`src/rtl/branch_seq_pkg.sv`:
```
// Shared encodings for the branch-instruction control sequencer and the CON logic.
// Holds the FSM state encoding, ALU opcodes, C2 condition codes and a counter-width helper.
package branch_seq_pkg;

    typedef enum logic [3:0] {
        IDLE = 4'd0,
        T0   = 4'd1,
        T1   = 4'd2,
        T2   = 4'd3,
        T3   = 4'd4,
        T4   = 4'd5,
        T5   = 4'd6,
        T6   = 4'd7
    } state_t;

    localparam logic [4:0] ALU_ADD = 5'b00011;

    // C2 field of a branch instruction, as decoded by the CON flip-flop logic
    typedef enum logic [1:0] {
        C2_ZERO    = 2'b00,
        C2_NONZERO = 2'b01,
        C2_POS     = 2'b10,
        C2_NEG     = 2'b11
    } cond_t;

    // Bits needed to count 0..max_count-1 without wrapping
    function automatic int cnt_w(input int max_count);
        return (max_count < 2) ? 1 : $clog2(max_count);
    endfunction

endpackage

```
`src/rtl/step_timer.sv`:
```
// Loadable/clearable saturating up-counter; terminal is high once count reaches limit.
module step_timer #(
    parameter int W = 4
) (
    input  logic         clk,
    input  logic         clr,
    input  logic         clear,
    input  logic         load,
    input  logic [W-1:0] load_value,
    input  logic         enable,
    input  logic [W-1:0] limit,
    output logic [W-1:0] count,
    output logic         terminal
);

    assign terminal = (count == limit);

    // Holds at the limit so a stretched state keeps reporting terminal
    always_ff @(posedge clk) begin
        if (clr || clear) begin
            count <= '0;
        end else if (load) begin
            count <= load_value;
        end else if (enable && !terminal) begin
            count <= count + 1'b1;
        end
    end

endmodule

```
`src/rtl/branch_sequencer.sv`:
```
// Control FSM generating T0..T6 datapath strobes for brzr/brnz/brpl/brmi, with
// per-step dwell, memory-ready handshake and timeout, CON-gated PC load and status pulses.
module branch_sequencer
    import branch_seq_pkg::*;
#(
    parameter int             STEP_CYCLES = 1,
    parameter int             MEM_TIMEOUT = 16,
    parameter int             OPW         = 5,
    parameter logic [OPW-1:0] ADD_OP      = OPW'(ALU_ADD)
) (
    input  logic           clk,
    input  logic           clr,
    input  logic           start,
    input  logic           mem_ready,
    input  logic           con_ff,
    output logic           PC_out,
    output logic           MAR_enable,
    output logic           IncPC,
    output logic           PC_enable,
    output logic           Read,
    output logic           MDR_enable,
    output logic           MDR_out,
    output logic           IR_enable,
    output logic           Gra,
    output logic           R_out,
    output logic           con_in,
    output logic           Y_enable,
    output logic           C_out,
    output logic           Z_enable,
    output logic           ZLow_out,
    output logic [OPW-1:0] opcode,
    output logic           busy,
    output logic           done,
    output logic           err,
    output logic           taken
);

    localparam int DWELL_W = cnt_w(STEP_CYCLES);
    localparam int TO_W    = cnt_w(MEM_TIMEOUT);

    state_t               state, state_nxt;
    logic                 state_chg;
    logic                 done_nxt, err_nxt;
    logic [DWELL_W-1:0]   dwell_cnt;
    logic                 dwell_term;
    logic [TO_W-1:0]      to_cnt_unused;
    logic                 to_term;

    step_timer #(.W(DWELL_W)) u_dwell (
        .clk        (clk),
        .clr        (clr),
        .clear      (state_chg),
        .load       (1'b0),
        .load_value ('0),
        .enable     (1'b1),
        .limit      (DWELL_W'(STEP_CYCLES - 1)),
        .count      (dwell_cnt),
        .terminal   (dwell_term)
    );

    step_timer #(.W(TO_W)) u_timeout (
        .clk        (clk),
        .clr        (clr),
        .clear      (state_chg || (state != T1)),
        .load       (1'b0),
        .load_value ('0),
        .enable     (state == T1),
        .limit      (TO_W'(MEM_TIMEOUT - 1)),
        .count      (to_cnt_unused),
        .terminal   (to_term)
    );

    always_ff @(posedge clk) begin
        if (clr) begin
            state <= IDLE;
            done  <= 1'b0;
            err   <= 1'b0;
            taken <= 1'b0;
        end else begin
            state <= state_nxt;
            done  <= done_nxt;
            err   <= err_nxt;
            // CON was captured in T3, so it is stable on the first T4 cycle
            if (state == IDLE && start) begin
                taken <= 1'b0;
            end else if (state == T4 && dwell_cnt == '0) begin
                taken <= con_ff;
            end
        end
    end

    always_comb begin
        state_nxt = state;
        done_nxt  = 1'b0;
        err_nxt   = 1'b0;
        case (state)
            IDLE: if (start) state_nxt = T0;
            T0:   if (dwell_term) state_nxt = T1;
            T1: begin
                if (dwell_term && mem_ready) begin
                    state_nxt = T2;
                end else if (MEM_TIMEOUT > 0 && to_term) begin
                    state_nxt = IDLE;
                    err_nxt   = 1'b1;
                end
            end
            T2:   if (dwell_term) state_nxt = T3;
            T3:   if (dwell_term) state_nxt = T4;
            T4:   if (dwell_term) state_nxt = T5;
            T5:   if (dwell_term) state_nxt = T6;
            T6: begin
                if (dwell_term) begin
                    state_nxt = IDLE;
                    done_nxt  = 1'b1;
                end
            end
            default: state_nxt = IDLE;
        endcase
        state_chg = (state_nxt != state);
    end

    always_comb begin
        PC_out     = 1'b0;
        MAR_enable = 1'b0;
        IncPC      = 1'b0;
        PC_enable  = 1'b0;
        Read       = 1'b0;
        MDR_enable = 1'b0;
        MDR_out    = 1'b0;
        IR_enable  = 1'b0;
        Gra        = 1'b0;
        R_out      = 1'b0;
        con_in     = 1'b0;
        Y_enable   = 1'b0;
        C_out      = 1'b0;
        Z_enable   = 1'b0;
        ZLow_out   = 1'b0;
        opcode     = '0;
        busy       = (state != IDLE);
        case (state)
            T0: begin
                PC_out     = 1'b1;
                MAR_enable = 1'b1;
                IncPC      = 1'b1;
                PC_enable  = 1'b1;
            end
            T1: begin
                Read       = 1'b1;
                MDR_enable = 1'b1;
            end
            T2: begin
                MDR_out    = 1'b1;
                IR_enable  = 1'b1;
            end
            T3: begin
                Gra        = 1'b1;
                R_out      = 1'b1;
                con_in     = 1'b1;
            end
            T4: begin
                PC_out     = 1'b1;
                Y_enable   = 1'b1;
            end
            T5: begin
                C_out      = 1'b1;
                Z_enable   = 1'b1;
                opcode     = ADD_OP;
            end
            T6: begin
                ZLow_out   = 1'b1;
                PC_enable  = taken;
            end
            default: ;
        endcase
    end

endmodule
```
`config.mk`:
```
export PLATFORM = sky130hd
export DESIGN_NAME = branch_sequencer
export DESIGN_NICKNAME = d
export VERILOG_FILES = /design/src/rtl/branch_seq_pkg.sv /design/src/rtl/step_timer.sv /design/src/rtl/branch_sequencer.sv
export SDC_FILE = /design/constraint.sdc
export NUM_CORES = 1
export LEC_CHECK = 0
export CAP_MARGIN = 5
export CELL_PAD_IN_SITES_DETAIL_PLACEMENT = 1
export CELL_PAD_IN_SITES_GLOBAL_PLACEMENT = 1
export CORE_ASPECT_RATIO = 1.4
export CORE_MARGIN = 1
export CORE_UTILIZATION = 30
export CTS_CLUSTER_SIZE = 40
export DETAILED_ROUTE_END_ITERATION = 8
export PLACE_DENSITY = 0.86
export SYNTH_ARGS = -nofsm -noshare
export SYNTH_HDL_FRONTEND = slang
export SYNTH_SLANG_ARGS = --single-unit
```
`constraint.sdc`:
```
create_clock -name clk -period 1.7 [get_ports clk]
set_clock_uncertainty 0.05 [all_clocks]
set_input_delay 0.17 -clock clk [delete_from_list [all_inputs] [get_ports clk]]
set_output_delay 0.17 -clock clk [all_outputs]
set_load 0.005 [all_outputs]
```
* Word level (Yosys, flattened, before mapping)
Cells that the tools add are included.
** Storage, ports and cells
- Register bits :: 12
- Input bits :: 5
- Output and inout port bits :: 24
** Cells by class
- Add/subtract/negate cells :: 2
- Eq/ne operators :: 10
- Mux-type cells :: 22
- Bitwise gates (word level) :: 3
- Reductions and logical operators :: 15
** Operators with widths (number)
- 2-to-1 mux 4 bit :: 9
- one-hot mux 4 bit (8 select lines) :: 1
- == test 4 x 3 -> 1 bit (second input constant) :: 4
- 2-to-1 mux 1 bit :: 10
- == test 4 x 2 -> 1 bit (second input constant) :: 2
- OR reduction 2 bit :: 4
- adder 4 x 1 -> 4 bit (second input constant) :: 1
- == test 4 x 1 -> 1 bit (second input constant) :: 1
- == test 4 bit (second input constant) :: 1
- logical AND 1 bit :: 4
- zero test 4 bit :: 1
- != test 4 x 2 -> 1 bit (second input constant) :: 1
- != test 4 bit :: 1
- nonzero test 4 bit :: 1
- logical OR 1 bit :: 3
- NOT 1 bit :: 3
- OR reduction 3 bit :: 1
- 2-to-1 mux 2 bit :: 1
- one-hot mux 1 bit (2 select lines) :: 1
- adder 1 bit (second input constant) :: 1
- zero test 1 bit :: 1

* Depth between registers and ports, before layout
- Word-level depth :: 7
- Depth in mapped cells :: 5
- Depth with buffers taken out :: 5

* Hierarchy
Synthesis repeated with hierarchy kept, for this count alone.
** Unflattened totals
- Cell total of the unflattened synthesis :: 105
- Area total of the unflattened synthesis :: 889.6 um^2
** By module, submodules not included
- branch_sequencer :: instances 1, cells an instance 70, area an instance 556.8 um^2
- step_timer at u_timeout :: instances 1, cells an instance 29, area an instance 269.0 um^2
- step_timer at u_dwell :: instances 1, cells an instance 6, area an instance 63.8 um^2

* Worst setup path before layout
OpenSTA, ideal clock, no wires.
- Path type :: register to output
- Start point :: register state[2]
- End point :: output Z_enable
- Arrival time :: 1.356 ns
- Required time :: 1.480 ns
- Setup slack :: 0.124 ns
- Cell stages (with the launch flop) :: 5
- Path through :: dfxtp_1 clkbuf_1 nand2b_1 nor3b_1 buf_4
** On the way
- Cells in the longest elaborated chain, start to end :: 2
** RTL lines
- from (decl) :: line branch_sequencer.sv:41 : state_t state, state_nxt;
- from (signal assigned) :: line branch_sequencer.sv:80 : state <= state_nxt;
- == test 4 x 3 -> 1 bit
- 2-to-1 mux 1 bit
- to (decl) :: line branch_sequencer.sv:29 : output logic Z_enable,
Every way passes these cells.

* Final worst setup path
- Start point :: register state[0]
- End point :: output ZLow_out
** On the way
- Cells in the longest elaborated chain, start to end :: 2
** RTL lines
- == test 4 x 3 -> 1 bit :: line branch_sequencer.sv:140 : case (state)
- 2-to-1 mux 1 bit :: line branch_sequencer.sv:140
- to (decl) :: line branch_sequencer.sv:30 : output logic ZLow_out,
Every way passes these cells.

==> flow_metrics.tcl <==
set metrics [dict create \
    status "finished with violations" \
    violations "DRC, setup timing" \
    rows 20 \
    dp_cells 128 \
    ys_seq_elements 12 \
    rsz0062_at_grt "yes" \
    clk_root_buffer_cell "clkbuf_4" \
    cts.reportedPaths.clkPinSlew_ns 0.08 \
    finalCritPeriodShare_pct 101 \
    leakagePower_nw 0.594 \
    critPathLaunchType "flop" \
    power.clock.fraction_pct 39.6 \
    whs_ns 0.450 \
    layout.nets 118 \
    io_pins 29 \
    hold_violations 0 \
    vias_per_cell 5.09 \
    grt_pass1_vias 686 \
    seq_area_frac_synth_pct 33.4 \
    cts.sinks 12 \
    dp_hpwl_um 1430 \
    min-delay-start "u_timeout.count[1]$_SDFFE_PP0P_" \
    ir_worst_vdd_v 0.000265 \
    layout-area-overhead-vs-synth_pct 50.4 \
    antenna_found_initial 0 \
    synth.distinct_cells 36 \
    drc 11 \
    finalWorstSetupSlack_ns -0.0253 \
    dieArea_um2 2600 \
    seqPwrFrac_pct 49.5 \
    reg2reg_from "state[3]$_SDFF_PP0_" \
    cp.arrival_ns 1.51 \
    vias 677 \
    min_path_type "flop to flop" \
    grt_max_degree 11 \
    setup_viol 2 \
    path_class "flop to output port" \
    grt_usage_pct 16.2 \
    switching_share_pct 23.5 \
    place_area_um2 965 \
    period_needed_ns 1.73 \
    fin_area_um2 1080 \
    worstSetupStartpoint "state[0]$_SDFF_PP0_" \
    avgRoutedWirePerCell_um 15.6 \
    grt_pass1_wl_um 3070 \
    clock_latency_ns 0.28 \
    diodes 0 \
    grt-ovfl-total 0 \
    critical_path.max_fanout 10 \
    fmax_mhz 580 \
    netSwitchingPower_w 0.000138 \
    cts_buffer_depth 2 \
    initial_utilization_pct 32.3 \
    dr.first_iter.drc_count 20 \
    max_stage_delay_ns 0.51 \
    dieWidth_um 43.4 \
    finalMaxSlewViolations 0 \
    syn-cell-area_um2 719 \
    cts_tree "done" \
    pwr_density_cell_nw_per_um2 542 \
    cp-end-kind "output port" \
    core_um2 2230 \
    place.gp.congestion 0.767 \
    layout-drive-gt1-share_pct 32.4 \
    ant_nets 0 \
    numCtsBuffers 3 \
    synth_warnings 0 \
    fin_tns_setup_ns -0.0399 \
    slowest_stage "clkdlybuf4s50_1" \
    comb_power_share_pct 10.9 \
    die_y_um 59.9 \
    cts_hold_buf 0 \
    intPower_w 0.000449 \
    drv_cap 0 \
    instances_no_fill 133 \
    path_buf_inv 2 \
    firstDrtPassIters 6 \
    h-tree-depth 1 \
    path_cells "buf_6 > nand2_2 > nor2_2 > clkdlybuf4s50_1" \
    avgSynthCellArea_um2 8.56 \
    syn_inst 84 \
    required_ns 1.48 \
    port_buffers 25 \
    crit_family "buffers and inverters" \
    drt_wl_total_um 2080 \
]
-- path summary, 6_finish.rpt --
kind	end	slack, ns	cells after the start
setup / recovery	ZLow_out	-0.03	4
hold reg to reg	u_timeout.count[1]$_SDFFE_PP0P_	0.45	2
setup reg to reg	state[1]$_SDFF_PP0_	0.15	5
hold / removal	u_timeout.count[1]$_SDFFE_PP0P_	0.45	2
-- sequential cells by signal (all words and copies together) (netlist names) --
signal / cells
done: 1
state: 4
err: 1
taken: 1
u_timeout.count: 4
u_dwell.count: 1
-- worst reg2reg max path: cells and delay by family (launching register included) --
kind                   cells  cell delay (ns)
flip-flops                 1             0.34
buffers and inverters      2             0.39
AND/OR/NAND/NOR            2             0.39
AO/OA/AOI/OAI              1             0.29
-- cells in the mapped netlist --
library cell  number  area (um2)
nor2b_1            2        12.5
or4_1              1        7.51
o21a_1             1        7.51
a21o_1             1        7.51
nand2_2            1        6.26
nor4b_4            1        23.8
buf_4             11        82.6
buf_6              1        11.3
inv_1              1        3.75
dfxtp_1           12         240
and2_1             1        6.26
a221oi_1           1        8.76
conb_1             1        3.75
xnor2_1            2        17.5
nor3_2             1        10.0
nand3_1            2        10.0
nor2_1            10        37.5
o21ai_0            1        5.00
and4b_1            1        10.0
a21oi_1            3        15.0
nand2b_1           2        12.5
buf_2              2        10.0
nand2_1            5        18.8
nor3_1             5        25.0
a311oi_1           1        8.76
xor2_1             1        8.76
nor4_1             1        6.26
nor3b_1            1        7.51
o311ai_2           1        16.3
ha_1               1        12.5
clkbuf_1           1        3.75
inv_2              1        3.75
or3b_1             2        17.5
nand4_1            2        12.5
and3b_1            1        8.76
mux2i_1            2        20.0
-- what timing repair did --
| item | in CTS | in global routing |
|---|---|---|
| hold endpoints to repair | 0 | 0 |
| pin swaps | 0 | 1 |
| endpoints found under the setup margin | 18 | 14 |
| gates resized for setup | 19 | 27 |
| setup buffers | 0 | 1 |
-- layout make-up --
type / count / area (um2)
clock buffer: 4 / 36.3
fill: 255 / 1140
timing repair buffer: 34 / 334
multi-input combinational: 59 / 432
inverter: 2 / 7.51
tap: 22 / 27.5
sequential: 12 / 245
-- through the flow --
step           util [%]  worst slack (ns)  power, W
2_1_floorplan         -             0.124  0.000330
3_3_place_gp       43.3            0.0226  0.000353
3_5_place_dp       43.3           -0.0207  0.000354
4_1_cts            46.3            -0.222  0.000588
5_1_grt            48.6           -0.0879  0.000615
6_report           48.6           -0.0253  0.000586
-- layout by cell type, fill, tap and decap left out, types with 2 or more instances in the layout --
master and count:
dlymetal6s2s_1 9, nor2_1 8, dfxtp_1 8, clkdlybuf4s50_1 8, buf_4 6, conb_1 5
nand2_1 4, buf_6 4, dfxtp_2 4, nor3_1 3, a21oi_1 3, clkbuf_4 3
dlygate4sd2_1 3, nand2_2 2, nor3_2 2, nand4_1 2, nor2b_1 2, nand3_1 2
mux2i_1 2, xnor2_1 2, clkbuf_2 2
-- logic make-up after synthesis --
| family | Yosys count | share of synthesized area, % |
|---|---|---|
| simple gates | 39 | 32.4 |
| other cells | 1 | 0.521 |
| buf+inv | 17 | 16.0 |
| fa+ha+maj | 1 | 1.74 |
| mux | 2 | 2.78 |
| flops | 12 | 33.4 |
| compound gates | 9 | 9.57 |
| xor+xnor | 3 | 3.65 |
-- metal layers --
layer  global-route usage (%)  vias up  part of all wire (%)
met3                     3.32        4                   5.3
met4                     9.38        0                   1.8
li1                         -      327                     -
met5                        0        -                     0
met1                     16.8      322                    34
met2                     29.4       24                    59
-- power groups by stage --
stage	Sequential (W)	Combinational (W)	Clock (W)
2_1_floorplan	0.000294	0.0000363	0
3_3_place_gp	0.000295	0.0000572	0
3_5_place_dp	0.000296	0.0000582	0
4_1_cts	0.000290	0.0000592	0.000239
5_1_grt	0.000291	0.0000695	0.000255
6_report	0.000290	0.0000639	0.000232
Power figures use the tool's default switching activity.
==> patch 1, RTL diff (same flow settings) <==
The 8 states of `state_t` get a Gray code encoding in 3 bits.
--- a/src/rtl/branch_seq_pkg.sv
+++ b/src/rtl/branch_seq_pkg.sv
@@ -2,15 +2,15 @@
 // Holds the FSM state encoding, ALU opcodes, C2 condition codes and a counter-width helper.
 package branch_seq_pkg;
 
-    typedef enum logic [3:0] {
-        IDLE = 4'd0,
-        T0   = 4'd1,
-        T1   = 4'd2,
-        T2   = 4'd3,
-        T3   = 4'd4,
-        T4   = 4'd5,
-        T5   = 4'd6,
-        T6   = 4'd7
+    typedef enum logic [2:0] {
+        IDLE = 3'b000,
+        T0   = 3'b001,
+        T1   = 3'b011,
+        T2   = 3'b010,
+        T3   = 3'b110,
+        T4   = 3'b111,
+        T5   = 3'b101,
+        T6   = 3'b100
     } state_t;
 
     localparam logic [4:0] ALU_ADD = 5'b00011;
Behaviour: same outputs for any inputs over 10 cycles, from zero or initial values; not proved beyond that.
==> patch 1 against the unedited design <==
Setup slack better by 0.030 ns. Sequential cell count down 1. Final area up 2.5%. Synthesized area down 7.8%. Wire length up 12%. Largest cell class unchanged.
Power is not compared: it rests on default switching activity, and its combinational part moved more than twofold at a synthesized area within 25%.
==> patch 1: results (changes against the unedited design) <==
Yosys warnings 0 (unchanged); most frequent cells after synthesis buf_4, dfxtp_1, nor2_1 (was dfxtp_1, buf_4, nor2_1, nand2_1, nor3_1); DR vias/cell 5.201 (was 5.090); via count 697 (was 677); delay-heaviest family, CP buffers and inverters (unchanged); CP peak stage delay between 0.5 and 0.6 ns; diodes inserted 0 (unchanged); initial detailed-routing violation count 9 (was 20); Async SR Flop Fraction 0% (unchanged); CTS Buf Count 3 (unchanged); status finished, final reports clean (was finished with violations); Setup Slack @ Placement -0.09678 ns (was -0.02069 ns); Gate Count Post-Synth 80 (was 84); biggest regs u_timeout.count (4), state (3) (was state (4), u_timeout.count (4)); ranking of synthesized cells by area dfxtp_1, buf_4, nor2_1 (unchanged); Internal approximately 0.00045 W; comb pwr between 0.00015 and 0.0002 W; root buf cell clkbuf_4 (unchanged); sequential share of power between 40% and 50%; first-pass GRT wire length 3263 um (was 3070 um); clk_lat worst skew just under 0.3 ns; register area share after synthesis 33.21% (was 33.39%); DR pass1 iterations 4 (was 6); post-synthesis cell type count 30 (was 36); Placed Cells incl. Taps 121 (was 128); Post-Place Cell Area 893.4 um^2 (was 964.7 um^2); htree depth 1 (unchanged); slowest CP cell clkdlybuf4s50_1 (unchanged); Leak 0.5757 nW; vias in the first global route 677 (was 686); arrival time at the worst endpoint 1.47 ns (was 1.51 ns); Total GRT Usage 18.47% (was 16.17%); Worst-path clk slew 0.07 ns; routability cong. 0.7859 (was 0.7673); layout cells sized above 1 35.40% (was 32.43%); top_reg_cell synth dfxtp_1 (unchanged); largest net degree at the start of global routing 9 (was 11); worst hold path class in2reg (was reg2reg); HPWL after DPL 1317 um (was 1427 um); # port buffers 25 (unchanged); VDD IR max around 320 uV; Max clock buf depth 2 (unchanged); initial antenna violation count 0 (unchanged); Power Dens Cells 576.7 nW/um^2; CP Max Fanout 7 (was 10); drt wl/cell 17.43 um (was 15.65 um)
patch 1: changes by cell type in the layout (fill, tap and decap cells not counted), sizes merged, moves of 2 or more:
cell / unedited run / this run
dlygate4sd2: 3 / 8
buf: 11 / 14
a21oi: 3 / 5
clkbuf: 6 / 4
inv: 2 / 4
nand4: 2 / 0
nor2b: 2 / 0
or3b: 2 / 0
patch 1: cell type report:
type	instances	area (um^2)
flip-flops and latches	11	231.5
multi-input cells	55	429.2
inverters	4	20.02
clock buffers	4	26.28
well taps	21	26.28
fillers	239	910.9
repair buffers	39	376.6
patch 1: routing by layer:
metal	wire [um]	up-vias	GRT usage, %
met3	97	9	3.738
met5	0	-	0
li1	-	329	-
met4	90	0	8.295
met2	1265	30	33.48
met1	882	329	20.51
patch 1: cells by family after synthesis:
| logic type | Yosys count | share of synthesized area, % |
|---|---|---|
| AO/OA/AOI/OAI | 15 | 17.74 |
| adder cells (fa/ha/maj) | 1 | 1.886 |
| multiplexers | 1 | 1.509 |
| flip-flops | 11 | 33.21 |
| other | 1 | 0.5655 |
| AND/OR/NAND/NOR | 32 | 25.85 |
| XOR/XNOR | 2 | 2.642 |
| buffers and inverters | 17 | 16.60 |
patch 1: what timing repair did:
action                     in CTS  in global routing
pin swaps                       1                  2
gates resized for setup        23                 24
buffers inserted                4                  5
setup endpoints to repair      18                 15
patch 1: path summary, 6_finish.rpt:
kind / from / slack [ns] / cells past startpoint / end
max: state[1]$_SDFF_PP0_ / 0.005 / 4 / busy
min: start / 0.47 / 2 / taken$_SDFFE_PP0P_
max reg2reg: u_timeout.count[0]$_SDFFE_PP0P_ / 0.06 / 5 / state[1]$_SDFF_PP0_
min reg2reg: u_timeout.count[1]$_SDFFE_PP0P_ / 0.48 / 2 / u_timeout.count[1]$_SDFFE_PP0P_
==> patch 2, RTL diff (config.mk and constraints unchanged) <==
Made on the original files. `OPW`: 5 -> 6.
--- a/src/rtl/branch_sequencer.sv
+++ b/src/rtl/branch_sequencer.sv
@@ -5,7 +5,7 @@
 #(
     parameter int             STEP_CYCLES = 1,
     parameter int             MEM_TIMEOUT = 16,
-    parameter int             OPW         = 5,
+    parameter int             OPW         = 6,
     parameter logic [OPW-1:0] ADD_OP      = OPW'(ALU_ADD)
 ) (
     input  logic           clk,
Ports: changed (resized opcode); port bits go from 29 to 30. The function was not compared with the original's and may differ.
==> patch 2 against the unedited design <==
The run ends with design-rule violations left. Sequential cell count stayed put. Setup slack improved by 0.050 ns. Sequential share of layout area is 0.14 points higher. Register-to-register slack worse by 0.07 ns. Hold slack got worse by 0.0073 ns. Final area down 0.12%. Highest routed layer unchanged. Maximum frequency up 3.0%. First-iteration DRC count shrank 65%. Wire length fell by 6.4%. Total power grew 0.93%. Non-clock buffer count increased by 5. Synthesized area increased by 1.0%.
==> patch 2: results (changes against the unedited design) <==
VDD IR max 368.4 uV (was 264.6 uV); largest net degree at the start of global routing 9 (was 11); Synth Area per Inst 8.552 um^2 (was 8.565 um^2); Filler cells 273 (was 255); initial detailed-routing violation count 7 (was 20); CP peak stage delay 0.36 ns (was 0.51 ns); Post CTS Setup Buffer Count 5 (was 0); Non-Filler Instances 139 (was 133); most frequent cells after synthesis buf_4, dfxtp_1, nor2_1, nand2_1, nor3_1 (was dfxtp_1, buf_4, nor2_1, nand2_1, nor3_1); post-synthesis mux area share 2.754% (was 2.783%); routability cong. 0.7384 (was 0.7673); Post-Route WL 1947 um (was 2081 um); via count 701 (was 677); sw frac 23.98% (was 23.48%); ranking of synthesized cells by area dfxtp_1, buf_4, nor2_1 (unchanged); Setup Slack @ Placement -0.04636 ns (was -0.02069 ns); post-CTS sizing 39 (was 19); violated checks design-rule violations (was design-rule violations, negative setup slack); DRC Markers 4 (was 11); Period Utilization, post-route 98.57% (was 101.5%); HPWL after DPL 1447 um (was 1427 um); Adder-Cell Fraction of Synth Area 1.721% (was 1.739%); Leak 0.5111 nW (was 0.5940 nW); status finished with violations (unchanged); xor/xnor share of the synthesized area 3.614% (was 3.652%); slowest CP cell dfxtp_4 (was clkdlybuf4s50_1); fin nets 124 (was 118); Placed Cells incl. Taps 131 (was 128)
patch 2: cell types whose count changed after synthesis, sizes merged:
cell,unedited run,this run
buf,14,15
patch 2: layer usage:
| metal | wire length, um | share of wire [%] | global-route usage (%) | up-vias |
|---|---|---|---|---|
| li1 | - | - | - | 337 |
| met1 | 734 | 38 | 16.24 | 333 |
| met2 | 1061 | 54 | 33.90 | 26 |
| met3 | 112 | 5.8 | 3.323 | 5 |
| met4 | 39 | 2.0 | 8.036 | 0 |
| met5 | 0 | 0 | 0 | - |
patch 2: final timing paths:
check	from	endpoint	slack, ns	cells after the start
setup / recovery	state[3]$_SDFF_PP0_	MDR_enable	0.02	4
hold / removal	u_timeout.count[1]$_SDFFE_PP0P_	u_timeout.count[1]$_SDFFE_PP0P_	0.44	2
setup reg to reg	state[3]$_SDFF_PP0_	state[1]$_SDFF_PP0_	0.08	6
hold reg to reg	u_timeout.count[1]$_SDFFE_PP0P_	u_timeout.count[1]$_SDFFE_PP0P_	0.44	2
patch 2: power by group through the flow:
stage,sequential [W],combinational (W),clock [W]
after floorplan,0.000294,0.0000385,0
after global placement,0.000296,0.0000603,0
after detailed placement,0.000297,0.0000617,0
after CTS,0.000289,0.0000678,0.000240
after global routing,0.000290,0.0000719,0.000254
final,0.000290,0.0000656,0.000237
patch 2: kinds of logic (layout without fill, tap and decap cells):
logic type / Yosys count / after routing
compound gates: 9 / 9
xor+xnor: 3 / 3
fa+ha+maj: 1 / 1
buf+inv: 18 / 45
flops: 12 / 12
mux: 2 / 2
other cells: 1 / 6
simple gates: 39 / 39
patch 2: layout make-up:
class,count,area (um^2),area share (%)
clock buffer,4,36.28,3.356
inverter,2,7.507,0.6944
multi-input combinational,60,426.7,39.47
sequential,12,246.5,22.80
tap,22,27.53,2.546
timing repair buffer,39,336.6,31.13
